**config.mk**
```make
export PLATFORM = sky130hd
export DESIGN_NAME = hilo_mdu
export DESIGN_NICKNAME = d
export VERILOG_FILES = /design/src/rtl/hilo_mdu.sv
export SDC_FILE = /design/constraint.sdc
export NUM_CORES = 1
export LEC_CHECK = 0
export CAP_MARGIN = 10
export CORE_ASPECT_RATIO = 2
export CORE_MARGIN = 4
export CORE_UTILIZATION = 30
export CTS_BUF_LIST = sky130_fd_sc_hd__clkbuf_4
export DETAILED_ROUTE_END_ITERATION = 8
export PLACE_DENSITY_LB_ADDON = 0.3
export SKIP_LAST_GASP = 1
export SLEW_MARGIN = 20
export SYNTH_ARGS = -nofsm -noshare
export SYNTH_HDL_FRONTEND = slang
export SYNTH_SLANG_ARGS = --single-unit
export TNS_END_PERCENT = 20
```
**constraint.sdc**
```tcl
create_clock -name clk -period 9.7 [get_ports clk]
set_input_delay 2.91 -clock clk [delete_from_list [all_inputs] [get_ports clk]]
set_output_delay 2.91 -clock clk [all_outputs]
set_load 0.02 [all_outputs]
```
**src/rtl/hilo_mdu.sv**
```systemverilog
// hilo_mdu: iterative MULT/MULTU/DIV/DIVU and MTHI/MTLO unit driving the HI/LO write port.
module hilo_mdu #(
  parameter int WIDTH = 32
) (
  input  logic             clk,
  input  logic             rst,
  input  logic             start,
  input  logic [2:0]       op,
  input  logic [WIDTH-1:0] src_a,
  input  logic [WIDTH-1:0] src_b,
  input  logic             flush,
  output logic             stall_req,
  output logic             hi_we,
  output logic [WIDTH-1:0] hi_data,
  output logic             lo_we,
  output logic [WIDTH-1:0] lo_data
);
  localparam int CW = $clog2(WIDTH);
  typedef enum logic [1:0] {IDLE, CALC, WB} state_t;
  state_t state_q, state_d;
  logic [CW-1:0] cnt_q, cnt_d;
  logic [WIDTH-1:0] acc_q, acc_d, sh_q, sh_d, m_q, m_d;
  logic div_q, div_d, sq_q, sq_d, sr_q, sr_d, dz_q, dz_d;
  logic hi_we_q, hi_we_d, lo_we_q, lo_we_d;
  logic [WIDTH-1:0] hi_data_q, hi_data_d, lo_data_q, lo_data_d;
  logic [WIDTH:0] sum, rem_sh;
  logic ge, na, nb;
  logic [WIDTH-1:0] mh, ml, dh, dl, nh, nl, abs_a, abs_b;
  logic [2*WIDTH-1:0] prod_fix;
  // acc holds product-high / partial remainder; sh holds multiplier / dividend-then-quotient
  assign sum    = {1'b0, acc_q} + (sh_q[0] ? {1'b0, m_q} : '0);
  assign mh     = sum[WIDTH:1];
  assign ml     = {sum[0], sh_q[WIDTH-1:1]};
  assign rem_sh = {acc_q, sh_q[WIDTH-1]};
  assign ge     = rem_sh >= {1'b0, m_q};
  assign dh     = ge ? rem_sh[WIDTH-1:0] - m_q : rem_sh[WIDTH-1:0];
  assign dl     = {sh_q[WIDTH-2:0], ge};
  assign nh     = div_q ? dh : mh;
  assign nl     = div_q ? dl : ml;
  assign prod_fix = sq_q ? -{nh, nl} : {nh, nl};
  assign na     = ~op[0] & src_a[WIDTH-1];
  assign nb     = ~op[0] & src_b[WIDTH-1];
  assign abs_a  = na ? -src_a : src_a;
  assign abs_b  = nb ? -src_b : src_b;
  assign stall_req = (state_q == IDLE & start & ~op[2] & ~flush) | (state_q == CALC);
  assign hi_we   = hi_we_q & ~(flush & state_q == WB);
  assign lo_we   = lo_we_q & ~(flush & state_q == WB);
  assign hi_data = hi_data_q;
  assign lo_data = lo_data_q;
  always_comb begin
    state_d = state_q;
    cnt_d = cnt_q;
    acc_d = acc_q;
    sh_d = sh_q;
    m_d = m_q;
    div_d = div_q;
    sq_d = sq_q;
    sr_d = sr_q;
    dz_d = dz_q;
    hi_we_d = 1'b0;
    lo_we_d = 1'b0;
    hi_data_d = hi_data_q;
    lo_data_d = lo_data_q;
    case (state_q)
      IDLE: if (start && !flush) begin
        if (!op[2]) begin
          state_d = CALC;
          cnt_d = '0;
          acc_d = '0;
          div_d = op[1];
          sh_d = op[1] ? abs_a : abs_b;
          m_d = op[1] ? abs_b : abs_a;
          sq_d = na ^ nb;
          sr_d = na;
          dz_d = op[1] & (src_b == '0);
        end else if (op == 3'd4) begin
          hi_we_d = 1'b1;
          hi_data_d = src_a;
        end else if (op == 3'd5) begin
          lo_we_d = 1'b1;
          lo_data_d = src_a;
        end
      end
      CALC: if (flush) state_d = IDLE;
      else begin
        acc_d = nh;
        sh_d = nl;
        cnt_d = cnt_q + 1'b1;
        if (cnt_q == CW'(WIDTH - 1)) begin
          state_d = WB;
          hi_we_d = 1'b1;
          lo_we_d = 1'b1;
          hi_data_d = div_q ? (sr_q ? -nh : nh) : prod_fix[2*WIDTH-1:WIDTH];
          lo_data_d = div_q ? (dz_q ? '1 : sq_q ? -nl : nl) : prod_fix[WIDTH-1:0];
        end
      end
      default: state_d = IDLE;
    endcase
  end
  always_ff @(posedge clk) begin
    if (rst) begin
      state_q <= IDLE;
      cnt_q <= '0;
      acc_q <= '0;
      sh_q <= '0;
      m_q <= '0;
      div_q <= 1'b0;
      sq_q <= 1'b0;
      sr_q <= 1'b0;
      dz_q <= 1'b0;
      hi_we_q <= 1'b0;
      lo_we_q <= 1'b0;
      hi_data_q <= '0;
      lo_data_q <= '0;
    end else begin
      state_q <= state_d;
      cnt_q <= cnt_d;
      acc_q <= acc_d;
      sh_q <= sh_d;
      m_q <= m_d;
      div_q <= div_d;
      sq_q <= sq_d;
      sr_q <= sr_d;
      dz_q <= dz_d;
      hi_we_q <= hi_we_d;
      lo_we_q <= lo_we_d;
      hi_data_q <= hi_data_d;
      lo_data_q <= lo_data_d;
    end
  end
endmodule

```
==> results by stage, run 1 <==
Yosys:
- The count of mapped cells out of synthesis is about 2.3k.
- The sequential-to-total area share from yosys stat is between 20% and 30%.
- In this run the biggest area consumer among cell types represents between 20 and 25% of the synthesized area.
- The net count after synthesis is around 2.4k.
- Among all flip-flop cells after synthesis, the most frequent one is dfxtp_1.
- In the synthesized netlist the async set-or-reset flop fraction comes to 0%.
- The cell area after synthesis is 16010 sq um.
- The synthesized area per cell is about 7 sq um.
- Synthesis instantiated 93 different standard cells from the library.
- After synthesis, the cell types taking the most area are dfxtp_1 22%, nand2_1 6.6%, a21oi_1 6.4%.
- The number of storage elements in the synthesis netlist is approximately 170.
- The synthesized design contains 0 enable-type register cells.
- The biggest area contributor in the post-synthesis netlist is dfxtp_1.
- The count of synthesis-stage warnings from yosys is 0.

GRT:
- The met3 track demand over resource is under 10%.
- The via count of the first global-routing pass came to approximately 18k.
- The largest net degree at the start of global routing is slightly above 90.
- For this run the aggregate overflow at the end of global routing stands at 0.
- For met2 alone, demand over resource in global routing was approximately 53%.
- In the global route stage, overall resource usage came out at 28.59%.
- The initial antenna violation count is 1.
- For met1 alone, demand over resource in global routing was 25.78%.
- The wire length of the first global-routing pass is 120100 microns.
- The busiest layer in global routing is met2.

Clock network:
- The number of buffers inserted by post-CTS setup repair is 0.
- The number of levels the H-tree was split into is 4.
- The CTS root buffer is clkbuf_4.
- The number of gates resized after CTS is 0.
- The clock-pin slew on the worst setup and hold paths is ~0.15 ns.
- The CTS sink count is roughly 170.
- TritonCTS built the clock tree.
- The number of CTS-inserted buffers is 25.
- After clock tree synthesis, the flow added hold-fix buffers numbering 0.
- Counting along the longest clock path gives a buffer depth of 3.
- At the later pin of the worst-skew pair, clock insertion delay measures roughly 0.74 ns.

STA:
- The clock period could shrink to just over 8 ns.
- Across the routed clock network, the largest skew measured is around 0.057 ns.
- The worst slew margin relative to its limit is 25.57%.
- The number of max-slew violations in the final report is 0.
- The fraction of the cycle the final worst path needs is 83.76%.
- The number of hold-slack violations in the final timing report came to 0.
- Setup repair after global routing left no endpoint under its margin.
- For the pin with the worst max-slew slack, the measured transition is 1.105 ns.
- The total setup violations reported at the end of the flow is 0.
- Summed over all failing endpoints, the final setup total negative slack is 0 ns.
- The least setup slack across all paths after layout is 1.576 ns.
- The maximum operating frequency is roughly 120 MHz.

Finish:
- The relative area change from synthesis to final layout is 13.88%.
- The final core utilization is 34.60%.
- The final net count is between 2k and 2.5k.
- The filler-free cell count of the finished design is between 2k and 3k.
- The post-route netlist has under 10% of its cells at a drive strength greater than 1.

Placement:
- The number of cells after detailed placement is 2944.
- The weighted congestion at the end of routability-driven global placement is between 1 and 1.5.
- The count of buffers added on input and output ports is ~140.
- Prior to clock tree synthesis, the placed netlist has a worst setup slack of approximately 1.6 ns.
- Detailed placement ended at an HPWL of approximately 67000 microns.

Outcome:
- The run finished with clean final reports.

Power and ir drop:
- Dividing total power by cell area gives a power density of ~110 nW/um^2.
- VDD sags by at most between 0.0001 and 0.00015 V.
- In this run the static leakage power is about 6.7 nW.

Setup path:
- Of all nets on the critical path, the largest fanout is 29.
- The classification of the worst setup path is in -> out.
- The worst register-to-register path has a setup slack of ~3.2 ns.
- The nature of the critical path endpoint is a primary output.
- The critical register-to-register path endpoint is hi_data[18].
- The count of cells along the worst register-to-register path is 17.
- The data arrival time of the critical path is around 5.2 ns.
- The data required time at the worst endpoint is 6.79 ns.
- The startpoint of the lowest-slack register-to-register path is m_q[26].
- The worst setup path is launched from an input pin.

Routing:
- The number of antenna-violating nets in the routed design is 0.
- After detailed routing, the average wire length per cell comes to around 28 microns.
- The post-detailed-route via-to-cell ratio is ~6.1.
- The detailed-route via count is ~18k.
- The routed wire length is roughly 84000 microns.
- In this run, the number of DRC markers left after iteration 0 of detailed routing was 1536.
- Before antenna repair, the detailed router went through 6 iterations.
- After detailed routing, the number of remaining DRC violations is 0.

Die:
- The die outline height is 334.7 microns.
- The total area inside the core boundary comes to roughly 53000 sq um.
- The I/O pin count is approximately 140.
- The horizontal die dimension is between 150 and 200 microns.
- The starting density of the core is a little under a third.
- The floorplan die area is between 50000 and 60000 sq um.
- The floorplan has about 120 rows.

Min path:
- The hold path startpoint is lo_data[0].
- The type of the worst min-delay path is reg -> reg.
- Counting instances, the worst hold path has a depth of 2.
- The worst hold path terminates at lo_data[0].

Run:
- The max-cap violation count is 0.
worst max-delay path, stage by stage:
cell,delay (ns)
clkdlybuf4s50_1,0.57
or4_2,0.70
buf_4,0.27
nand2_1,0.13
clkdlybuf4s50_1,0.61
Yosys cell counts (all sizes together) (14+ instances only):
cell type	instances
nand2	281
nor2	221
a21oi	206
dfxtp	173
o21ai	157
clkbuf	126
o211ai	82
xnor2	75
xor2	75
ha	70
inv	69
mux2i	62
nand3	61
nor3	53
and2	44
a31oi	42
o221ai	33
a211oi	30
buf	28
nand4	28
a21o	23
nor2b	22
nor4	22
o31ai	20
or3	20
and3	18
nand2b	16
o22ai	15
o41ai	14
or4	14
worst max-delay path by stage:
stage / start / to / depth (start not counted)
floorplan: flush / stall_req / 5
global placement: flush / stall_req / 5
detailed placement: flush / stall_req / 5
CTS: flush / stall_req / 5
global route: flush / stall_req / 5
finish: flush / stall_req / 5
power breakdown:
group	switching (W)	total, W	internal [W]
Sequential	0.0000250	0.000755	0.000730
Clock	0.000284	0.000467	0.000182
Combinational	0.000516	0.000746	0.000230
Total	0.000825	0.00197	0.00114
placed cells by master (no fill, tap or decap), drive strengths merged, types with 7 or more instances in the layout:
master         count
and2              44
o21a              11
xor2              75
o21bai            11
o21ai            157
clkdlybuf4s50    135
nand3b             7
a311oi            11
a21boi             7
a31oi             42
and4               9
nand2b            16
xnor2             75
o211ai            82
ha                70
nor3b             11
nor4              22
a21o              23
or4               14
mux2i             62
inv               69
nor2             221
and3              18
nand3             61
buf               41
o41ai             14
nand4             28
a21oi            206
or3               20
clkbuf            26
o31ai             20
nor3              53
nor2b             22
o221ai            33
nand2            281
o22ai             15
a211oi            30
dfxtp            173
cells by family (layout without fill, tap and decap cells):
logic type                 count (synthesis)  after routing  share of synthesized area [%]
buffers and inverters                    224            279                          5.407
DFF                                      173            173                          21.63
xor gates and xnor gates                 150            150                          8.204
adders and majority gates                 72             72                          5.720
muxes                                     67             67                          4.227
AOI/OAI and AO/OA                        729            729                          29.76
and+or+nand+nor                          842            842                          25.05
other                                      0              1                              0
routing by layer:
metal	wire, microns	up-vias
met3	3867	323
li1	-	8352
met5	0	-
met2	43760	883
met4	10660	0
met1	25630	8635
cell type report:
type | count | area, sq um
sequential | 173 | 3467
clock inverter | 7 | 83.83
inverter | 70 | 262.8
multi-input combinational | 1860 | 11730
fill | 5764 | 34470
tap | 665 | 832.0
antenna | 1 | 2.502
clock buffer | 26 | 195.2
timing repair buffer | 176 | 1660
state kept, by name, indices dropped and copies added, names as in the netlist:
signal   flops
sr_q         1
div_q        1
m_q         32
sh_q        32
sq_q         1
cnt_q        5
lo_we_q      1
state_q      2
lo_data     32
hi_we_q      1
hi_data     32
dz_q         1
acc_q       32
metrics by stage:
step           total power [W]  hold WS, ns  instance area [sq um]
3_3_place_gp          0.001492       0.4418                  17940
6_report              0.001967       0.4632                  18240
4_1_cts               0.001964       0.4663                  18230
5_1_grt               0.002042       0.4839                  18240
2_1_floorplan         0.001186       0.4362                  16010
3_5_place_dp          0.001495       0.4444                  17950
No activity file was read; power rests on OpenSTA's default activity.
==> run 2: changes to the inputs <==
- clock period: 9.7 -> 8.1 ns (I/O delays scaled with it)
==> results by stage, run 2 (synthesized netlist as in run 1, its figures left out) <==
Outcome:
- The flow ran to the end, and the final reports show no timing, DRC or antenna violations.

Routing:
- The per-cell routed wire length is between 20 and 30 microns.
- The detailed-routing iteration count for the pre-antenna-repair pass is 5.
- Summed over all nets, wire length on met2 after detailed routing comes to 42810 microns.
- The routed wire length is between 80000 and 90000 microns.
- The post-detailed-route via-to-cell ratio is around 6.
- The detailed router used layers up to and including met4.
- The met1 layer wirelength in the final routing is 26050 microns.
- Summing over every cut layer, the via total after detailed routing is 18.24k.
- Once detail routing completed, the nets flagged for antenna violations numbered 0.
- The routed design uses 4243 microns of met3 wire.
- After the first detailed-routing iteration, the DRC count stood at 1535.
- The DRC violation count after routing is 0.

Clock network:
- After clock tree synthesis, the clock-pin slew on the worst setup and hold paths is around 0.13 ns.
- Post-CTS timing repair inserted 0 buffers for setup.
- The clock tree from TritonCTS is done.
- The number of levels the H-tree was split into is 4.
- The CTS root buffer is clkbuf_4.
- The longest clock path from root to sink contains 3 buffers.
- Buffers inserted to repair hold after CTS numbered 0.
- TritonCTS created 25 clock buffers.
- The later-pin clock latency in the skew report is between 0.7 and 0.8 ns.
- The number of gates resized after CTS is 0.
- The tree built by TritonCTS fans out to approximately 170 sinks.

STA:
- The worst slew margin relative to its limit is between 20% and 30%.
- The number of max-slew violations in the final report is 0.
- The clock period minus worst slack is between 7 and 8 ns.
- The number of hold-slack violations in the final timing report came to 0.
- The final sum of negative setup slack is 0 ns.
- The total setup violations reported at the end of the flow is 0.
- The maximum operating frequency is 140.0 MHz.
- The setup skew after layout is 0.07475 ns.
- At the pin with the least slew margin, the transition time is roughly 1.2 ns.
- Setup repair after global routing left no endpoint under its margin.
- The fraction of the cycle the final worst path needs is 88.20%.

Power and ir drop:
- The overall power after layout is roughly 0.0023 W.
- IR analysis of the VDD net gives a maximum drop of between 0.00009 and 0.0001 V.
- The power per unit of standard cell area is 127.2 nW/um^2.
- The leakage power summed over all cells is between 6 and 7 nW.

Placement:
- Input and output buffers added on the ports amount to 137.
- The HPWL after detailed placement is 66310 microns.
- The congestion estimate from routability-driven global placement came to about 1.0.
- The number of cells after detailed placement is between 2k and 3k.

GRT:
- The via count of the first global-routing pass was 17.92k.
- Entering global routing, the biggest net connects between 90 and 100 pins.
- The initial antenna violation count was 2.
- The overflow left after global routing is 0.
- The wire length of the first global-routing pass is 121200 microns.
- Global routing used ~29% of the available tracks.

Finish:
- Once layout is complete, the cells apart from fillers number 2977.
- The top cell types in the final layout, fill and taps aside, are 279 x nand2_1, 220 x nor2_1, 205 x a21oi_1, 172 x dfxtp_1, 152 x o21ai_0.
- The relative area change from synthesis to final layout is 13.66%.
- Of the cells placed in the final design, the portion with a size suffix greater than 1 is under 10%.
- The commonest non-fill, non-tap cell in the layout is nand2_1.
- The final net count is 2447.

Setup path:
- The data required time at the worst endpoint is about 5.7 ns.
- The critical path is of the in -> out type.
- Traced cell by cell, the critical path runs through clkdlybuf4s50_1, buf_4, or4_2, nand2_1, clkdlybuf4s50_1.
- The highest fanout seen on the critical path is 8.
- The count of cells along the worst register-to-register path is 16.
- The largest single stage delay on the critical path is ~0.7 ns.
- The family with the most delay on the worst path is buffers and inverters.
- Counting both buffers and inverters, the worst setup path holds a total of 3.
- At the worst endpoint, the arrival time is 4.71 ns.
- The startpoint class of the critical path is an input pin.
- The worst setup path is captured at a primary output.
- The most common cell type on the critical path is clkdlybuf4s50_1.
- Among all stages on the critical path, the largest delay is contributed by or4_2.
- The count of cell instances traversed by the critical path is 5.

Min path:
- In this run the worst hold path is classified as reg -> reg.
- The worst hold path was traced through 2 stages.

Die:
- The floorplan die area is around 57000 sq um.
- The starting density of the core is a little under a third.
- The core region is between 50000 and 60000 sq um.
- For this design the top-level I/O count stands at about 140.
- The horizontal die dimension is 171.4 microns.
- The initialized floorplan defines approximately 120 standard-cell rows.
- The die outline height is between 300 and 400 microns.

Run:
- The tool flagged a number of max-cap violations equal to 0.
-- run 2: changes by cell type in the layout (fill, tap and decap cells not counted), sizes merged --
cell / before / now
buf: 41 / 39
bufinv: 2 / 1
clkinvlp: 1 / 2
clkinv: 5 / 6
clkbuf: 26 / 25
diode: 1 / 2
-- run 2: layout make-up --
type	count	area, sq um
Antenna cell	2	5.005
Clock buffer	25	187.7
Timing Repair Buffer	174	1642
Fill cell	5762	34510
Tap cell	665	832.0
Multi-Input combinational cell	1860	11740
Clock inverter	8	65.06
Inverter	70	262.8
Sequential cell	173	3467
-- run 2: worst paths after layout --
path / from / end / slack [ns]
worst min-delay path: lo_data[11] / lo_data[11] / 0.47
worst max register to register: sh_q[0] / hi_data[13] / 2.18
worst max-delay path: flush / stall_req / 0.96
worst min register to register: lo_data[11] / lo_data[11] / 0.47
-- run 2: report_power, final --
| part | total [W] | leakage, nW | internal, W | switching [W] |
|---|---|---|---|---|
| registers | 0.000905 | 1.40 | 0.000874 | 0.0000311 |
| clock network | 0.000528 | 0.140 | 0.000183 | 0.000345 |
| logic | 0.000883 | 5.14 | 0.000275 | 0.000608 |
| total | 0.00232 | 6.68 | 0.00133 | 0.000985 |
-- run 2: through the flow --
| step | util, % | setup WS (ns) | hold WS [ns] | area, sq um |
|---|---|---|---|---|
| 2_1_floorplan | - | 2.049 | 0.4362 | 16010 |
| 3_3_place_gp | 34.03 | 0.9545 | 0.4420 | 17940 |
| 3_5_place_dp | 34.03 | 0.9538 | 0.4475 | 17940 |
| 4_1_cts | 34.51 | 0.9532 | 0.4695 | 18190 |
| 5_1_grt | 34.53 | 0.9431 | 0.4907 | 18200 |
| 6_report | 34.53 | 0.9555 | 0.4656 | 18200 |
-- run 2: worst register-to-register path, delay by kind of cell (launching register included) --
kind	cells	cell delay (ns)
AND/OR/NAND/NOR	4	1.14
XOR/XNOR	1	0.17
adder cells (fa/ha/maj)	1	0.35
multiplexers	2	0.51
AO/OA/AOI/OAI	6	2.48
buffers and inverters	2	0.65
flip-flops	1	0.51
-- run 2: layer usage --
layer | track usage, % | up-vias
met5 | 0 | -
met4 | 30.34 | 0
met3 | 4.588 | 362
met2 | 51.20 | 854
met1 | 26.12 | 8647
li1 | - | 8372
==> run 3: changes to the inputs <==
- REMOVE_ABC_BUFFERS: not set -> 1
==> results by stage, run 3 (synthesized netlist as in run 1, its figures left out) <==
Outcome:
- The flow ran to the end, and the final reports show no timing, DRC or antenna violations.

Setup path:
- The startpoint class of the critical path is an input pin.
- By instance count, the cell type seen most on the critical path is clkdlybuf4s50_1.
- The highest fanout seen on the critical path is 8.
- The worst setup path is of the in -> out kind.
- STA classifies the critical path endpoint as a primary output.
- For this design, the slowest cell found on the critical path is or4_2.
- The critical path buffer and inverter count is 2.
- The biggest cell delay along the critical path is a little over 0.7 ns.
- STA puts the critical path data arrival time at about 4.4 ns.
- The critical path goes through clkdlybuf4s50_1, or4_2, nand2_1, clkdlybuf4s50_1.
- In this design, the largest share of critical-path delay is due to buffers and inverters.
- The data required time at the worst endpoint is approximately 5.7 ns.

STA:
- The fraction of the cycle the final worst path needs is 84.35%.
- The number of max-slew violations in the final report is 0.
- For the final database, setup skew stands at approximately 0.061 ns.
- The clock period minus worst slack is 6.832 ns.
- The total setup violations reported at the end of the flow is 0.
- The maximum operating frequency is between 100 and 150 MHz.
- The actual slew at the worst max-slew pin is between 1 and 1.5 ns.
- The number of hold-slack violations in the final timing report is 0.
- Headroom to the max-slew limit came out at between 15 and 20%.
- Summed over all failing endpoints, the final setup total negative slack is 0 ns.
- Setup repair after global routing left no endpoint under its margin.

Die:
- The I/O pin count is between 100 and 150.
- The floorplan step set the die height to roughly 330 microns.
- Row generation in the floorplan step produced between 100 and 150 rows.
- Once the floorplan was initialized, standard cells occupied 30.38% of the core.
- The floorplan step set the die width to 171.4 microns.
- The die covers ~57000 sq um.
- The area of the placeable core is between 50000 and 60000 sq um.

Power and ir drop:
- Internal power comes to 0.001330 W.
- The design draws 0.002234 W.
- Per report_power, the clock group accounts for between 20 and 25% of the total.
- The reported net switching power is about 0.00090 W.
- The switching share of power is 40.46%.
- Of the total power, registers draw between 40% and 50%.
- Combinational cells account for a little under two fifths of the total power.
- Summed over all cells, the static leakage comes to roughly 6.7 nW.
- Across the VDD grid, the largest voltage drop is roughly 0.00008 V.
- The power per unit of standard cell area is 122.6 nW/um^2.

Clock network:
- The CTS root buffer is clkbuf_4.
- The number of gates resized after CTS is 0.
- The H-tree generated during clock tree synthesis spans 4 levels.
- The later-pin clock latency in the skew report is 0.74 ns.
- Clock-pin slew was measured on the worst setup and hold paths at 0.09 ns.
- The buffer levels on the longest clock path is 3.
- For this design, the CTS-stage hold fixing added 0 buffers.
- TritonCTS built the clock tree.
- Counting the buffers created by CTS gives 25.
- After clock tree synthesis, the setup repair step added 0 buffers.
- For this design, the sink count on the clock tree is 173.

Routing:
- The detailed-routing iteration count for the pre-antenna-repair pass is 6.
- After detailed routing, the number of vias per cell comes to ~6.0.
- For this run, design rule violations remaining after detail routing come to 0.
- Summing over every cut layer, the via total after detailed routing is roughly 18k.
- After detailed routing, the total wire length is about 70000 microns.
- The number of antenna-violating nets in the routed design is 0.
- The detailed router finished its first iteration with roughly 1.5k violations.
- The per-cell routed wire length is 23.77 microns.

Finish:
- Leaving out fill and tap cells, the most frequent cell in the layout is nand2_1.
- Of the cells placed in the final design, the portion with a size suffix greater than 1 is about 5.2%.
- The number of filler cells placed in the layout is 5746.
- The final net count is approximately 2.5k.
- The top cell types in the final layout, fill and taps aside, are 280 x nand2_1, 220 x nor2_1, 206 x a21oi_1, 172 x dfxtp_1, 152 x o21ai_0.
- The final core utilization is ~35%.
- From synthesis to final layout, the design area changed by 13.81%.

GRT:
- The first global-routing pass estimated 106500 microns of wire.
- The global routing usage summed across all routing layers is between 20% and 30%.
- The via count of the first global-routing pass is ~18k.
- The initial antenna violation count is 2.
- Entering global routing, the biggest net connects between 70 and 80 pins.
- The total overflow left after global routing is 0.

Run:
- The max-cap violation count is 0.

Placement:
- In this run the tool buffered the top-level ports with ~140 buffer cells.
- Detailed placement finished with a half-perimeter wire length of between 50000 and 60000 microns.
- The weighted congestion at the end of routability-driven global placement is 0.9904.

Min path:
- The type of the worst min-delay path is reg -> reg.
==> run 3: worst paths after layout <==
kind,slack [ns],endpoint,cells after the start,startpoint
max,1.27,stall_req,4,flush
min,0.46,lo_data[7],2,lo_data[7]
max reg2reg,2.07,hi_data[30],18,sh_q[0]
min reg2reg,0.46,lo_data[7],2,lo_data[7]
==> run 3: layout make-up <==
| cell class | count | area (sq um) | share of cell area, % |
|---|---|---|---|
| antenna | 2 | 5.005 | 0.02746 |
| clock buffer | 25 | 187.7 | 1.030 |
| sequential | 173 | 3467 | 19.02 |
| multi-input combinational | 1860 | 11720 | 64.33 |
| inverter | 70 | 262.8 | 1.442 |
| clock inverter | 8 | 60.06 | 0.3295 |
| tap | 665 | 832.0 | 4.565 |
| timing repair buffer | 180 | 1687 | 9.254 |
==> run 3: routing by layer <==
layer  track usage (%)  wire length, microns
met1             25.14                 25150
met2             43.67                 36270
met3             2.383                  3297
met4             18.32                  6194
met5                 0                     0
==> run 3: worst reg2reg max path: cells and delay by family, from the launching register on <==
family,cells,cell delay [ns]
xor gates and xnor gates,1,0.13
muxes,1,0.19
DFF,1,0.70
buffers and inverters,3,0.64
AOI/OAI and AO/OA,7,2.70
adders and majority gates,2,0.63
and+or+nand+nor,4,0.95
==> run 3: power by group through the flow <==
| stage | clock network (W) | registers [W] | logic [W] |
|---|---|---|---|
| floorplan | 0 | 0.000918 | 0.000471 |
| global placement | 0 | 0.000920 | 0.000803 |
| detailed placement | 0 | 0.000921 | 0.000806 |
| CTS | 0.000529 | 0.000902 | 0.000811 |
| global route | 0.000554 | 0.000906 | 0.000881 |
| finish | 0.000508 | 0.000903 | 0.000823 |
==> run 3: stage by stage <==
step | setup slack (ns) | cell area (sq um) | instances | hold slack, ns
floorplan | 1.148 | 15410 | 2103 | 0.4301
global placement | 1.248 | 17970 | 2948 | 0.4413
detailed placement | 1.261 | 17970 | 2948 | 0.4470
CTS | 1.259 | 18220 | 2981 | 0.4651
global route | 1.183 | 18220 | 2982 | 0.4871
finish | 1.268 | 18230 | 2983 | 0.4621
